## src/rtl/row_mac_unit.sv

```systemverilog
// Row multiply-accumulate responder.
// On a begin_mult request, reads NCOL coefficients for the requested row, forms
// the signed dot product with the held input vector, writes it to the result
// buffer and answers with a one-cycle done_row pulse.
module row_mac_unit #(
    parameter int unsigned NROW = 10,
    parameter int unsigned NCOL = 8,
    parameter int unsigned DW   = 16,
    parameter int unsigned ACCW = 2 * DW + $clog2(NCOL)
) (
    input  logic                         clk,
    input  logic                         reset,
    input  logic                         begin_mult,
    input  logic [3:0]                   res_add,
    input  logic [NCOL*DW-1:0]           vec_data,
    output logic                         coef_rd,
    output logic [4+$clog2(NCOL)-1:0]    coef_addr,
    input  logic [DW-1:0]                coef_rdata,
    output logic                         res_wr,
    output logic [3:0]                   res_waddr,
    output logic [ACCW-1:0]              res_wdata,
    output logic                         done_row,
    output logic                         bad_row
);

    localparam int unsigned CW = $clog2(NCOL);

    localparam logic [2:0] StIdle  = 3'd0;
    localparam logic [2:0] StRun   = 3'd1;
    localparam logic [2:0] StDrain = 3'd2;
    localparam logic [2:0] StWrite = 3'd3;
    localparam logic [2:0] StDone  = 3'd4;

    logic [2:0]         state_q, state_d;
    logic [3:0]         row_q, row_d;
    logic [CW-1:0]      col_q, col_d;
    logic [ACCW-1:0]    acc_q, acc_d;
    logic               coef_rd_q, coef_rd_d;
    logic [4+CW-1:0]    coef_addr_q, coef_addr_d;
    logic               res_wr_q, res_wr_d;
    logic [3:0]         res_waddr_q, res_waddr_d;
    logic [ACCW-1:0]    res_wdata_q, res_wdata_d;
    logic               done_q, done_d;
    logic               bad_q, bad_d;

    logic signed [DW-1:0]   vec_elem [NCOL];
    logic [CW-1:0]          mac_col;
    logic signed [2*DW-1:0] prod;
    logic [ACCW-1:0]        prod_ext;
    logic [ACCW-1:0]        acc_sum;

    // Unpack the vector into signed elements
    always_comb begin
        for (int k = 0; k < NCOL; k++) begin
            vec_elem[k] = vec_data[k*DW +: DW];
        end
    end

    // Coefficient data lags its read by one cycle, so it pairs with the previous column;
    // in DRAIN the column counter already sits on the last column.
    always_comb begin
        mac_col  = (state_q == StDrain) ? col_q : col_q - CW'(1);
        prod     = $signed(coef_rdata) * vec_elem[mac_col];
        prod_ext = {{(ACCW - 2 * DW){prod[2*DW-1]}}, prod};
        acc_sum  = acc_q + prod_ext;
    end

    // Next-state and registered-output logic
    always_comb begin
        state_d     = state_q;
        row_d       = row_q;
        col_d       = col_q;
        acc_d       = acc_q;
        coef_rd_d   = coef_rd_q;
        coef_addr_d = coef_addr_q;
        res_wr_d    = 1'b0;
        res_waddr_d = res_waddr_q;
        res_wdata_d = res_wdata_q;
        done_d      = 1'b0;
        bad_d       = 1'b0;

        case (state_q)
            StIdle: begin
                if (begin_mult) begin
                    row_d = res_add;
                    col_d = '0;
                    acc_d = '0;
                    if (32'(res_add) < NROW) begin
                        state_d     = StRun;
                        coef_rd_d   = 1'b1;
                        coef_addr_d = {res_add, CW'(0)};
                    end else begin
                        state_d = StDone;
                        done_d  = 1'b1;
                        bad_d   = 1'b1;
                    end
                end
            end
            StRun: begin
                if (col_q != '0) begin
                    acc_d = acc_sum;
                end
                if (col_q == CW'(NCOL - 1)) begin
                    state_d   = StDrain;
                    coef_rd_d = 1'b0;
                end else begin
                    col_d       = col_q + CW'(1);
                    coef_addr_d = {row_q, col_q + CW'(1)};
                end
            end
            StDrain: begin
                acc_d       = acc_sum;
                res_wr_d    = 1'b1;
                res_waddr_d = row_q;
                res_wdata_d = acc_sum;
                state_d     = StWrite;
            end
            StWrite: begin
                done_d  = 1'b1;
                state_d = StDone;
            end
            StDone: begin
                // Always return to IDLE so begin_mult is resampled after the controller advances
                state_d = StIdle;
            end
            default: state_d = StIdle;
        endcase
    end

    // State and output registers with synchronous reset
    always_ff @(posedge clk) begin
        if (reset) begin
            state_q     <= StIdle;
            row_q       <= '0;
            col_q       <= '0;
            acc_q       <= '0;
            coef_rd_q   <= 1'b0;
            coef_addr_q <= '0;
            res_wr_q    <= 1'b0;
            res_waddr_q <= '0;
            res_wdata_q <= '0;
            done_q      <= 1'b0;
            bad_q       <= 1'b0;
        end else begin
            state_q     <= state_d;
            row_q       <= row_d;
            col_q       <= col_d;
            acc_q       <= acc_d;
            coef_rd_q   <= coef_rd_d;
            coef_addr_q <= coef_addr_d;
            res_wr_q    <= res_wr_d;
            res_waddr_q <= res_waddr_d;
            res_wdata_q <= res_wdata_d;
            done_q      <= done_d;
            bad_q       <= bad_d;
        end
    end

    assign coef_rd   = coef_rd_q;
    assign coef_addr = coef_addr_q;
    assign res_wr    = res_wr_q;
    assign res_waddr = res_waddr_q;
    assign res_wdata = res_wdata_q;
    assign done_row  = done_q;
    assign bad_row   = bad_q;

endmodule

```

## config.mk

```make
export PLATFORM = sky130hd
export DESIGN_NAME = row_mac_unit
export DESIGN_NICKNAME = d
export VERILOG_FILES = /design/src/rtl/row_mac_unit.sv
export SDC_FILE = /design/constraint.sdc
export NUM_CORES = 1
export LEC_CHECK = 0
export ABC_AREA = 1
export CAP_MARGIN = 40
export CORE_ASPECT_RATIO = 1.75
export CORE_MARGIN = 5
export CORE_UTILIZATION = 50
export CTS_BUF_LIST = sky130_fd_sc_hd__clkbuf_4
export DETAILED_ROUTE_END_ITERATION = 16
export PLACE_DENSITY = 0.73
export SLEW_MARGIN = 0
export SYNTH_ARGS = -nofsm -noshare
export SYNTH_HDL_FRONTEND = slang
export SYNTH_SLANG_ARGS = --single-unit
```

## constraint.sdc

```tcl
create_clock -name clk -period 11 [get_ports clk]
set_clock_uncertainty 0.1 [all_clocks]
set_input_delay 2.2 -clock clk [delete_from_list [all_inputs] [get_ports clk]]
set_output_delay 2.2 -clock clk [all_outputs]
set_load 0.01 [all_outputs]
```

# After elaboration in Yosys (flattened, before gate mapping)
# Index checks and enable logic that the tools add are counted.
# totals
latchBits,0
memories,0
input_bits,151
regBits,95
ram_bits,0
rom_bits,0
# op_classes
reduce_logical,11
eq_ne,9
shift,0
n_addsub,3
magnitude_cmp,2
muxes,26
bitwise_logic,2
mul,1
div,0
# ops
op,count
$pmux W35 S3,1
$mux W35,2
$bmux W16 S3,1
$add A35 B35 Y35,1
$mul A16 B16 Y32,1
$mux W16,2
$mux W7,3
$mux W3,6
$pmux W7 S2,1
$pmux W3 S4,1
$ne A2 B2 Y1 const B,5
$reduce_and A4 Y1,2
$eq A3 B2 Y1 const B,2
$mux W1,6
$pmux W3 S2,1
$reduce_and A3 Y1,2
$reduce_bool A3 Y1,2
$ge A4 B4 Y1 const B,1
$lt A4 B4 Y1 const B,1
$not A3 Y4,1
$pmux W1 S2,2
$reduce_and A2 Y1,2
$add A3 B1 Y3 const B,1
$eq A3 B1 Y1 const B,1
6 further kinds,6

# Logic depth before layout (Yosys ltp)
# Gate-level depths: netlist (run 1).
# depth
word_depth,10
depth_mapped,55
ltp_nobuf,52

# Worst setup path after synthesis (run 1)
# No wires, ideal clock.
# synth_timing
kind,input to register
start,input port vec_data[4]
end,register res_wdata_q[34] (netlist: res_wdata[34])
path_stages,39
required_ns,10.785
setup_slack_ns,2.018
arrival_time_ns,8.766
cell_sequence,nand2_1 > nand3_1 > nand2_1 > nor2_2 > a31oi_4 > buf_4 > nor2_1 > fa_1 > inv_1 > fa_1 > fa_1 > fa_1 > inv_1 > fa_1 > inv_1 > fa_1 > inv_1 > ha_1 > [3 not listed] > nand3_1 > a21oi_1 > o21ai_0 > a21oi_1 > xor2_1 > ha_1 > nand2_1 > inv_1 > a21oi_1 > nand2_1 > a21oi_1 > nand3_1 > nand2_1 > nand2_1 > nand2_1 > nand2_1 > o21ai_0 > inv_1
# synth_between
elab_chain_cells,5
# synth_lines
item,line_no,rtl
start: declaration,15,"input logic [NCOL*DW-1:0] vec_data,"
$bmux W16 S3,63,prod = $signed(coef_rdata) * vec_elem[mac_col];
$mux W16 (implied by the code) (2 in a row),63,
$mul A16 B16 Y32,63,
$add A35 B35 Y35,65,acc_sum = acc_q + prod_ext;
end signal: assignment,153,res_wdata_q <= res_wdata_d;
end: declaration,42,"logic [ACCW-1:0] res_wdata_q, res_wdata_d;"
# Every way passes these cells. The select of a mux whose other input is x is not followed.
# A chain may end at the register's enable or synchronous reset.

# Worst setup path after layout (run 1)
# layout_timing
start,input port vec_data[53]
end,register res_wdata_q[33] (netlist: res_wdata[33])
# Same word-level chain as after synthesis.

==> results.py, run 1 <==
metrics = {
    "die": {
        "core_area_um2": 33850,
        "die_area_um2": 38240,
        "start_util_pct": 50.65,
        "die_height_um": 255.0,
        "die_x_um": 150.0,
        "rows": 89,
        "io-pin-count": 201,
    },
    "logic_synthesis": {
        "synth-compound-area-share_pct": 9.048,
        "syn-cell-area_um2": 17150,
        "synthFlopType": "dfxtp_1",
        "synth-seq-cells": 95,
        "synthXorXnorAreaFrac_pct": 2.561,
        "synth_edf_count": 0,
        "postSynth.asyncResetShare_pct": 0,
        "synthCells": 2425,
        "synth_warnings": 0,
        "synth.net_count": 2962,
        "synth_top_family_by_area": "adder cells",
        "synth_mux_area_share_pct": 0,
        "avgSynthCellArea_um2": 7.071,
        "synth_cell_types": 43,
        "synth-seq-area-share_pct": 11.09,
        "synthAdderAreaFrac_pct": 39.68,
        "yosys.area_share.simple_pct": 24.62,
    },
    "critical_path": {
        "crit_start": "vec_data[53]",
        "crit_family": "adder cells",
        "crit_arrival_ns": 10.83,
        "cp_num_buf_inv": 7,
        "critPathKind": "in -> reg",
        "cpPeakStageDelay_ns": 0.64,
        "critPathMaxFanout": 15,
        "cp-end-kind": "flop",
        "crit_path_frequent_cell": "nand2_1",
        "cp-start-kind": "primary input",
        "reg2reg_slack_ns": 0.74,
        "crit_slowest_cell": "o21ai_2",
        "reg2reg_from": "state_q[2]",
        "cp_data_required_time_ns": 11.31,
        "worstReg2RegEnd": "res_wdata[33]",
        "r2r_cells": 41,
    },
    "sta": {
        "hold_viol_final": 0,
        "max-slew-margin-rel_pct": 40.34,
        "rsz0062_at_grt": "false",
        "layout_min_cycle_time_ns": 10.53,
        "worst_pin_slew_ns": 0.8935,
        "fmax_mhz": 95.00,
        "slew_violations": 0,
        "min_period_over_period_pct": 95.70,
        "tns_ns": 0,
        "setup_viol": 0,
    },
    "clock_network": {
        "root_buffer": "clkbuf_4",
        "post-cts-setup-buffers": 0,
        "cts.reportedPaths.clkPinSlew_ns": 0.16,
        "clk_path_buf_depth": 2,
        "cts_tree": "built",
        "cts_resized": 0,
        "holdBufCountCts": 0,
        "htree_levels": 3,
        "cts.sinks": 95,
        "cts_inserted_buffers": 9,
        "clock_latency_ns": 0.52,
    },
    "drt": {
        "post-route-drc-count": 0,
        "drtIter0Drc": 903,
        "vias": 16138,
        "via_per_inst": 5.272,
        "wl_um": 55210,
        "drt_first_pass_iters": 5,
        "routedWlPerCell_um": 18.04,
        "ant_nets": 0,
    },
    "finish": {
        "area_delta_synth_final_pct": 15.59,
        "layout-drive-gt1-share_pct": 3.647,
        "final_cell_mix": "nand2_1, inv_1, nor2_1, fa_1, clkdlybuf4s50_1",
        "nets": 3138,
        "final_common_cell": "nand2_1",
        "fillers": 3280,
        "final_cells": 3061,
    },
    "global_route": {
        "grt-ovfl-total": 0,
        "antenna_found_initial": 1,
        "grt_pass1_vias": 17342,
        "grt_max_degree": 73,
        "grt_usage_pct": 29.77,
        "grt_pass1_wl_um": 88710,
    },
    "placement": {
        "numPlacedInstances": 3045,
        "post-dp-hpwl_um": 47640,
        "io_buffers": 200,
        "place_congestion": 1.040,
    },
    "worst_hold_path": {
        "min_to": "res_wdata[2]",
        "worstHoldStart": "res_wdata[2]",
        "whs_path_depth": 2,
        "hold_class": "reg -> reg",
    },
    "flow_run": {
        "max_cap_viol_count": 0,
    },
    "run_status": {
        "status": "finished clean",
    },
}
flip-flops by register name (all words and copies together) (netlist names):
signal	count
state_q	3
col_q	3
bad_row	1
coef_rd	1
coef_addr	7
res_wdata	35
acc_q	35
done_row	1
res_waddr	4
res_wr	1
row_q	4
final cells by class:
cell class	instances	area, um^2	area share (%)
clock buffer	9	67.56	0.3409
inverter	499	1876	9.463
multi-input combinational	1758	13030	65.73
antenna	1	2.502	0.01263
tap	455	569.3	2.872
clock inverter	6	53.80	0.2715
timing repair buffer	238	2322	11.72
sequential	95	1902	9.596
worst min-delay path, cell delays in order, from the launching register on:
cell,delay [ns]
dfxtp_1,0.35
nand2_1,0.06
a21oi_1,0.05
metal layers:
layer / wire length (um) / vias up / GRT usage, %
met5: 0 / - / 0
met4: 4584 / 0 / 19.86
met3: 2180 / 208 / 2.622
met2: 29480 / 501 / 56.10
met1: 18970 / 7725 / 30.92
li1: - / 7704 / -
cell families after synthesis:
family	after synthesis
compound gates	267
xor+xnor	48
fa+ha+maj	386
buf+inv	572
flops	95
simple gates	1057
metrics by stage:
step	hold WS (ns)	setup WS (ns)	utilization, %	area [um^2]
2_1_floorplan	0.3441	2.018	-	17150
3_3_place_gp	0.3494	0.08177	58.02	19640
3_5_place_dp	0.3591	0.09752	58.18	19700
4_1_cts	0.3840	0.6405	58.54	19820
5_1_grt	0.3916	0.1257	58.55	19820
6_report	0.3773	0.4735	58.55	19820
how the worst max path moves through the flow:
stage | end | slack (ns) | cells after the start
6_report | res_wdata[33] | 0.47 | 35
5_1_grt | res_wdata[25] | 0.13 | 41
4_1_cts | res_wdata[25] | 0.64 | 31
3_5_place_dp | res_wdata[33] | 0.1 | 31
3_3_place_gp | res_wdata[25] | 0.08 | 31
2_1_floorplan | res_wdata[34] | 2.02 | 39
synth_stat cells, drive strengths merged, types with 16 or more instances:
cell type / count / area share (%)
inv: 493 / 11
a21oi: 113 / 3.3
nand4: 16 / 0.58
xor2: 34 / 1.8
nor2: 278 / 6.1
nand2: 626 / 14
clkbuf: 35 / 0.77
ha: 123 / 9.0
nand3: 110 / 3.2
o21ai: 97 / 3.1
buf: 38 / 1.3
dfxtp: 95 / 11
fa: 263 / 31
Power of run 1 is left out: the tool's default activity adds up to more than one toggle a clock period on the data nets, which glitch-free logic cannot reach.
==> run 2, diff against run 1 <==
--- a/constraint.sdc
+++ b/constraint.sdc
@@ -4,2 +4,2 @@
 set_output_delay 2.2 -clock clk [all_outputs]
-set_load 0.01 [all_outputs]
+set_load 0.005 [all_outputs]
==> results of run 2 <==
Same layout as run 1: the final DEF is identical, and so are final timing and power.
Power of run 2 is left out for the same reason.
